--- src/rtl/debug_pkg.sv ---
// Shared constants and types for the debug host: command codes and bytes,
// dump word layout, and the controller state encoding.
package debug_pkg;

  localparam int unsigned WORD_W     = 32;
  localparam int unsigned BYTE_W     = 8;
  localparam int unsigned DUMP_WORDS = 50;

  localparam int unsigned IDX_PC     = 0;
  localparam int unsigned IDX_CYCLES = 1;
  localparam int unsigned IDX_REG0   = 2;
  localparam int unsigned IDX_MEM0   = 34;

  localparam logic [WORD_W-1:0] HALT_WORD = 32'hFFFF_FFFF;

  localparam logic [BYTE_W-1:0] BYTE_LOAD = 8'h64;
  localparam logic [BYTE_W-1:0] BYTE_RUN  = 8'h63;
  localparam logic [BYTE_W-1:0] BYTE_STEP = 8'h73;
  localparam logic [BYTE_W-1:0] BYTE_NEXT = 8'h6E;

  typedef enum logic [1:0] {
    CMD_LOAD = 2'd0,
    CMD_RUN  = 2'd1,
    CMD_STEP = 2'd2,
    CMD_NEXT = 2'd3
  } cmd_e;

  typedef enum logic [3:0] {
    IDLE,
    PROG_FETCH,
    PROG_LATCH,
    TX_BYTE,
    TX_WAIT_HI,
    TX_WAIT_LO,
    RX_BYTE,
    DUMP_WRITE,
    FINISH
  } state_e;

  function automatic logic [BYTE_W-1:0] cmd_byte(input cmd_e cmd);
    case (cmd)
      CMD_LOAD: cmd_byte = BYTE_LOAD;
      CMD_RUN:  cmd_byte = BYTE_RUN;
      CMD_STEP: cmd_byte = BYTE_STEP;
      default:  cmd_byte = BYTE_NEXT;
    endcase
  endfunction

endpackage

--- src/rtl/debug_word_shifter.sv ---
// 32-bit word shifter with shared 2-bit byte counter: MSB-first byte
// shift-out for transmit, byte shift-in for receive.
module debug_word_shifter
  import debug_pkg::*;
(
  input  logic              i_clk,
  input  logic              i_reset,
  input  logic              clear,
  input  logic              load,
  input  logic [WORD_W-1:0] load_word,
  input  logic              shift_out,
  input  logic              shift_in,
  input  logic [BYTE_W-1:0] in_byte,
  output logic [BYTE_W-1:0] msb_byte,
  output logic [1:0]        byte_cnt,
  output logic [WORD_W-1:0] word_in_c
);

  logic [WORD_W-1:0] word;

  assign msb_byte  = word[WORD_W-1 -: BYTE_W];
  assign word_in_c = {word[WORD_W-BYTE_W-1:0], in_byte};

  // Counter wraps 3->0 so a zero count after a shift marks a complete word.
  always_ff @(posedge i_clk) begin
    if (i_reset || clear) begin
      word     <= '0;
      byte_cnt <= '0;
    end else if (load) begin
      word     <= load_word;
      byte_cnt <= '0;
    end else if (shift_out) begin
      word     <= {word[WORD_W-BYTE_W-1:0], BYTE_W'(0)};
      byte_cnt <= byte_cnt + 2'd1;
    end else if (shift_in) begin
      word     <= word_in_c;
      byte_cnt <= byte_cnt + 2'd1;
    end
  end

endmodule

--- src/rtl/debug_host.sv ---
// Debug host controller: streams program ROM to the target over UART and
// collects the 50-word state dump the target returns after RUN/NEXT.
module debug_host
  import debug_pkg::*;
#(
  parameter int unsigned N_REGS     = 32,
  parameter int unsigned N_MEM      = 16,
  parameter int unsigned PROG_DEPTH = 256,
  parameter int unsigned RX_TIMEOUT = 1_000_000
) (
  input  logic        i_clk,
  input  logic        i_reset,
  input  logic        i_cmd_valid,
  input  logic [1:0]  i_cmd,
  output logic        o_cmd_ready,
  output logic [7:0]  o_prog_addr,
  input  logic [31:0] i_prog_data,
  output logic        o_tx_start,
  output logic [7:0]  o_tx_data,
  input  logic        i_tx_busy,
  input  logic        i_rx_valid,
  input  logic [7:0]  i_rx_data,
  output logic        o_dump_we,
  output logic [5:0]  o_dump_addr,
  output logic [31:0] o_dump_data,
  output logic        o_done,
  output logic        o_error
);

  localparam int unsigned AW        = 8;
  localparam int unsigned WCW       = $clog2(DUMP_WORDS);
  localparam int unsigned IDLE_W    = $clog2(RX_TIMEOUT + 1);
  localparam int unsigned DUMP_LAST = IDX_REG0 + N_REGS + N_MEM - 1;
  localparam logic [AW-1:0] PROG_LAST = AW'(PROG_DEPTH - 1);

  state_e            state, state_d;
  cmd_e              cmd_q, cmd_d;
  logic              cmd_phase, cmd_phase_d;
  logic              last_word, last_word_d;
  logic [AW-1:0]     prog_addr_d;
  logic [WCW-1:0]    word_cnt, word_cnt_d;
  logic [IDLE_W-1:0] idle_cnt, idle_cnt_d;
  logic              tx_start_d, dump_we_d, error_d;

  logic              sh_clear, sh_load, sh_shift_out, sh_shift_in;
  logic [WORD_W-1:0] sh_load_word;
  logic [BYTE_W-1:0] sh_msb_byte;
  logic [1:0]        sh_byte_cnt;
  logic [WORD_W-1:0] sh_word_in_c;

  debug_word_shifter u_shifter (
    .i_clk     (i_clk),
    .i_reset   (i_reset),
    .clear     (sh_clear),
    .load      (sh_load),
    .load_word (sh_load_word),
    .shift_out (sh_shift_out),
    .shift_in  (sh_shift_in),
    .in_byte   (i_rx_data),
    .msb_byte  (sh_msb_byte),
    .byte_cnt  (sh_byte_cnt),
    .word_in_c (sh_word_in_c)
  );

  // Next-state and datapath control.
  always_comb begin
    state_d      = state;
    cmd_d        = cmd_q;
    cmd_phase_d  = cmd_phase;
    last_word_d  = last_word;
    prog_addr_d  = o_prog_addr;
    word_cnt_d   = word_cnt;
    idle_cnt_d   = '0;
    tx_start_d   = 1'b0;
    dump_we_d    = 1'b0;
    error_d      = 1'b0;
    sh_clear     = 1'b0;
    sh_load      = 1'b0;
    sh_load_word = '0;
    sh_shift_out = 1'b0;
    sh_shift_in  = 1'b0;

    case (state)
      IDLE: begin
        if (i_cmd_valid && o_cmd_ready) begin
          cmd_d        = cmd_e'(i_cmd);
          cmd_phase_d  = 1'b1;
          last_word_d  = 1'b0;
          prog_addr_d  = '0;
          word_cnt_d   = WCW'(IDX_PC);
          sh_load      = 1'b1;
          sh_load_word = {cmd_byte(cmd_e'(i_cmd)), 24'h00_0000};
          state_d      = TX_BYTE;
        end
      end

      PROG_FETCH: state_d = PROG_LATCH;

      // The final slot is forced to the halt word so LOAD always terminates.
      PROG_LATCH: begin
        sh_load      = 1'b1;
        sh_load_word = (o_prog_addr == PROG_LAST) ? HALT_WORD : i_prog_data;
        last_word_d  = (sh_load_word == HALT_WORD);
        state_d      = TX_BYTE;
      end

      TX_BYTE: begin
        if (!i_tx_busy) begin
          tx_start_d   = 1'b1;
          sh_shift_out = 1'b1;
          state_d      = TX_WAIT_HI;
        end
      end

      TX_WAIT_HI: begin
        if (i_tx_busy) state_d = TX_WAIT_LO;
      end

      TX_WAIT_LO: begin
        if (!i_tx_busy) begin
          if (cmd_phase) begin
            cmd_phase_d = 1'b0;
            case (cmd_q)
              CMD_LOAD: state_d = PROG_FETCH;
              CMD_STEP: state_d = FINISH;
              default: begin
                sh_clear = 1'b1;
                state_d  = RX_BYTE;
              end
            endcase
          end else if (sh_byte_cnt == 2'd0) begin
            if (last_word) begin
              state_d = FINISH;
            end else begin
              prog_addr_d = o_prog_addr + AW'(1);
              state_d     = PROG_FETCH;
            end
          end else begin
            state_d = TX_BYTE;
          end
        end
      end

      // Idle counter runs only between received bytes; a stall aborts the dump.
      RX_BYTE: begin
        if (i_rx_valid) begin
          sh_shift_in = 1'b1;
          if (sh_byte_cnt == 2'd3) begin
            dump_we_d = 1'b1;
            state_d   = DUMP_WRITE;
          end
        end else if (idle_cnt == IDLE_W'(RX_TIMEOUT - 1)) begin
          error_d  = 1'b1;
          sh_clear = 1'b1;
          state_d  = IDLE;
        end else begin
          idle_cnt_d = idle_cnt + IDLE_W'(1);
        end
      end

      DUMP_WRITE: begin
        if (word_cnt == WCW'(DUMP_LAST)) begin
          state_d = FINISH;
        end else begin
          word_cnt_d = word_cnt + WCW'(1);
          state_d    = RX_BYTE;
        end
      end

      FINISH: state_d = IDLE;

      default: state_d = IDLE;
    endcase
  end

  // State, counters and registered outputs.
  always_ff @(posedge i_clk) begin
    if (i_reset) begin
      state       <= IDLE;
      cmd_q       <= CMD_LOAD;
      cmd_phase   <= 1'b0;
      last_word   <= 1'b0;
      word_cnt    <= '0;
      idle_cnt    <= '0;
      o_cmd_ready <= 1'b0;
      o_prog_addr <= '0;
      o_tx_start  <= 1'b0;
      o_tx_data   <= '0;
      o_dump_we   <= 1'b0;
      o_dump_addr <= '0;
      o_dump_data <= '0;
      o_done      <= 1'b0;
      o_error     <= 1'b0;
    end else begin
      state       <= state_d;
      cmd_q       <= cmd_d;
      cmd_phase   <= cmd_phase_d;
      last_word   <= last_word_d;
      word_cnt    <= word_cnt_d;
      idle_cnt    <= idle_cnt_d;
      o_cmd_ready <= (state_d == IDLE);
      o_prog_addr <= prog_addr_d;
      o_tx_start  <= tx_start_d;
      o_dump_we   <= dump_we_d;
      o_done      <= (state_d == FINISH);
      o_error     <= error_d;
      if (tx_start_d) o_tx_data <= sh_msb_byte;
      if (dump_we_d) begin
        o_dump_addr <= 6'(word_cnt);
        o_dump_data <= sh_word_in_c;
      end
    end
  end

endmodule

--- config.mk ---
export PLATFORM = sky130hd
export DESIGN_NAME = debug_host
export DESIGN_NICKNAME = d
export VERILOG_FILES = /design/src/rtl/debug_pkg.sv /design/src/rtl/debug_word_shifter.sv /design/src/rtl/debug_host.sv
export SDC_FILE = /design/constraint.sdc
export NUM_CORES = 1
export LEC_CHECK = 0
export CAP_MARGIN = 20
export CORE_MARGIN = 2
export CORE_UTILIZATION = 57
export DETAILED_ROUTE_END_ITERATION = 8
export PLACE_DENSITY = 0.86
export SKIP_LAST_GASP = 1
export SYNTH_ARGS = -nofsm -noshare
export SYNTH_HDL_FRONTEND = slang
export SYNTH_HIERARCHICAL = 1
export SYNTH_SLANG_ARGS = --single-unit
--- constraint.sdc ---
create_clock -name i_clk -period 3.7 [get_ports i_clk]
set_input_delay 0.74 -clock i_clk [delete_from_list [all_inputs] [get_ports i_clk]]
set_output_delay 0.74 -clock i_clk [all_outputs]
set_load 0.03 [all_outputs]
==> summary.txt <==
Logic synthesis
  – Post-Syn Nets: around 760
  – Largest family of logic cells by synthesized area: simple AND/OR/NAND/NOR gates
  – Synth Instances: 704
  – Register area share after synthesis: approximately 43%
  – Yosys warning count: 6
  – Fraction of registers with async set/reset: 0%
  – Post-Synth XOR/XNOR Area: between 4 and 5%
  – Seq cells post-synth: 127
  – Compound-Gate Fraction of Synth Area: around an eighth
  – Mapped cell area: about 6000 µm²
  – Synth Flop Type: dfxtp_1
  – Adder-cell area share of the yosys netlist: under 10%
  – Syn avg cell area: approximately 8.3 µm²
  – Post-synth EDFFs: 0
  – Simple-gate share of the synthesized area: 30.19%
  – Multiplexer share of the synthesized area: 2.904%
  – Distinct cells, synth: 54

Floorplan
  – Die height: about 110 µm
  – Core ar.: between 10,000 and 15,000 µm²
  – I/O Pins: approximately 110
  – Die Area: 11,110 µm²
  – Die Width: ~110 µm
  – Starting Density: between 50% and 60%
  – FP Rows: 37

Finish
  – # nets final: 837
  – Non-Filler Instances: 932
  – Fill count: around 700
  – Diodes inserted: 0
  – Final instance area: approximately 7500 µm²
  – Fraction of layout cells with a size suffix above 1: between 8 and 9%
  – Area Overhead vs Synth: 27.97%
  – Final Util: 73.97%

Critical path
  – Endpoint kind of the worst setup timing path: flip-flop
  – WP data arrival: ~2.9 ns
  – Worst Path Required: about 4.1 ns
  – Critical path class: in2reg
  – Crit Path Max Fanout: 17
  – CP startpoint kind: input pin

Timing
  – Relative slew margins: a little under three fifths
  – Min cycle time layout: ~2.5 ns
  – PnR worst setup slack: between 1 and 1.5 ns
  – Final setup vio count: 0
  – Hold_ws: between 0.4 and 0.5 ns
  – RSZ-0062 raised after global routing: false
  – Fin. max-slew vios: 0
  – F_max: just over 400 MHz
  – Slew of the pin with the lowest slew margin: just under 0.7 ns
  – Worst Clk Skew: 0.01165 ns
  – Setup TNS: 0 ns
  – Final Cycle Share: about two thirds
  – Final hold violation count: 0

Clock network
  – CTS H-tree lvls: 4
  – CTS tree: built
  – Hold_buf cts: 0
  – Clock-pin slew on the worst setup and hold paths: 0.06 ns
  – Post-CTS Setup Inserts: 0
  – Post-cts resize count: 0
  – Max Buffers Root-to-Sink: 2
  – Clk_lat worst skew: between 0.5 and 0.6 ns
  – CTS Buf Count: 17
  – Clk sink count: approximately 130
  – Root Buffer Master: clkbuf_8

Placement
  – Setup WS pre-CTS: ~0.85 ns
  – Routability cong.: between 0.9 and 1
  – Cells after DPL: 900
  – DP Wirelength: approximately 11 mm
  – # port buffers: 105
  – DP Area: roughly 7000 µm²

GRT
  – Antenna violations before repair: 0
  – Largest net degree at the start of global routing: 55
  – Total Routing Usage GR: 28.79%
  – Vias in the first global route: 5,271
  – GRT Residual Overflow: 0
  – First-pass GRT wire length: approximately 26 mm

Flow run
  – Max_cap viols: 0

Routing
  – Antenna Violating Nets Remaining: 0
  – WL final: ~16 mm
  – Drt drc: 0
  – DR vias: 5,516
  – Via/cell ratio: 5.918
  – Pre-antenna DRT Iters: 7
  – First DRT Iteration DRCs: between 400 and 500
  – Drt wl/cell: approximately 17 µm

Pwr
  – Final Power: 4.287 mW
  – Cell Pwr Density: 571.6 nW/µm²
  – Leakage: about 2.6 nW
  – Worst vdd ir: approximately 350 µV

Hold path
  – Hold Path Class: reg2reg

Status
  – Status: complete, no violations
kinds of logic (layout without fill, tap and decap cells):
kind of cell / Yosys count / in the layout
buffers and inverters: 68 / 160
muxes: 17 / 17
xor gates and xnor gates: 30 / 30
and+or+nand+nor: 350 / 350
adders and majority gates: 7 / 7
DFF: 127 / 127
AOI/OAI and AO/OA: 105 / 105
path summary, 6_finish.rpt:
check | slack [ns] | cells past startpoint | from | to
max reg2reg | 1.26 | 7 | state[0] | u_shifter/word[11]
min reg2reg | 0.45 | 2 | o_dump_addr[3] | o_dump_addr[3]
max | 1.23 | 8 | i_tx_busy | u_shifter/word[11]
min | 0.45 | 2 | o_dump_addr[3] | o_dump_addr[3]
synth_stat cells, types with 4 or more instances:
cell type	number	area [µm²]
xor2_1	24	210.2
nand2b_1	5	31.28
nor4b_1	4	35.03
ha_1	7	87.58
xnor2_1	6	52.55
nor3_1	54	270.3
o21ai_0	10	50.05
buf_4	12	90.09
a31oi_1	4	25.02
nand2_1	112	420.4
clkbuf_1	25	93.84
nand4_1	19	118.9
mux2i_1	17	170.2
nand3_1	11	55.05
nor2_1	61	229.0
dfxtp_1	127	2542
nor2b_1	27	168.9
and3_1	4	25.02
o21ai_1	4	20.02
inv_1	10	37.54
o21ai_2	8	70.07
nor4_1	27	168.9
o21a_1	25	187.7
a21oi_1	45	225.2
buf_2	19	95.09
critical path, stage by stage:
cell	delay, ns
clkdlybuf4s50_1	0.58
nor2b_1	0.09
and3_1	0.19
buf_4	0.20
nor2_2	0.31
buf_4	0.30
nor3_1	0.09
nor4_1	0.37
power breakdown:
part	internal (mW)	leakage, nW	total [mW]	switching (mW)
clock	1.04	0.284	1.66	0.617
combinational	0.414	1.26	0.931	0.517
sequential	1.52	1.03	1.69	0.172
flip-flops by register name (all words and copies together), names as in the netlist, 2 cells and up:
register,count
idle_cnt,20
state,4
u_shifter/byte_cnt,2
cmd_q,2
o_tx_data,8
o_dump_data,32
word_cnt,6
u_shifter/word,32
o_prog_addr,8
o_dump_addr,6
placed cells by master (no fill, tap or decap), types with 3 or more instances in the layout:
master,n
o21ai_1,4
and3_1,4
nand3_1,11
nor2_1,60
buf_4,12
bufinv_16,3
nand2_1,112
mux2i_1,17
o21ai_0,10
inv_1,10
nor4_1,27
nor2b_1,27
o21a_1,25
nand2b_1,5
xnor2_1,6
a31oi_1,4
clkinv_4,3
nor3_1,54
ha_1,7
nor4b_1,4
and4_1,3
clkinv_2,3
clkinvlp_4,3
xor2_1,24
o21ai_2,8
a21oi_1,45
nand4bb_1,3
clkdlybuf4s50_1,104
nand4_1,19
clkbuf_16,16
dfxtp_1,127
metal layers:
metal | GRT usage [%] | routed length, µm | vias up
li1 | - | - | 2606
met2 | 47.10 | 7592 | 310
met4 | 13.43 | 533 | 0
met3 | 5.751 | 1115 | 54
met5 | 0 | 0 | -
met1 | 36.50 | 6497 | 2546
final cells by class:
type	count	area (µm²)	share of cell area, %
clock buffer	19	431.7	5.756
sequential	127	2542	33.90
inverter	10	37.54	0.5005
tap	136	170.2	2.269
clock inverter	13	162.7	2.169
timing repair buffer	118	1156	15.42
multi-input combinational	509	2999	39.99
No activity file was read; power rests on OpenSTA's default activity.
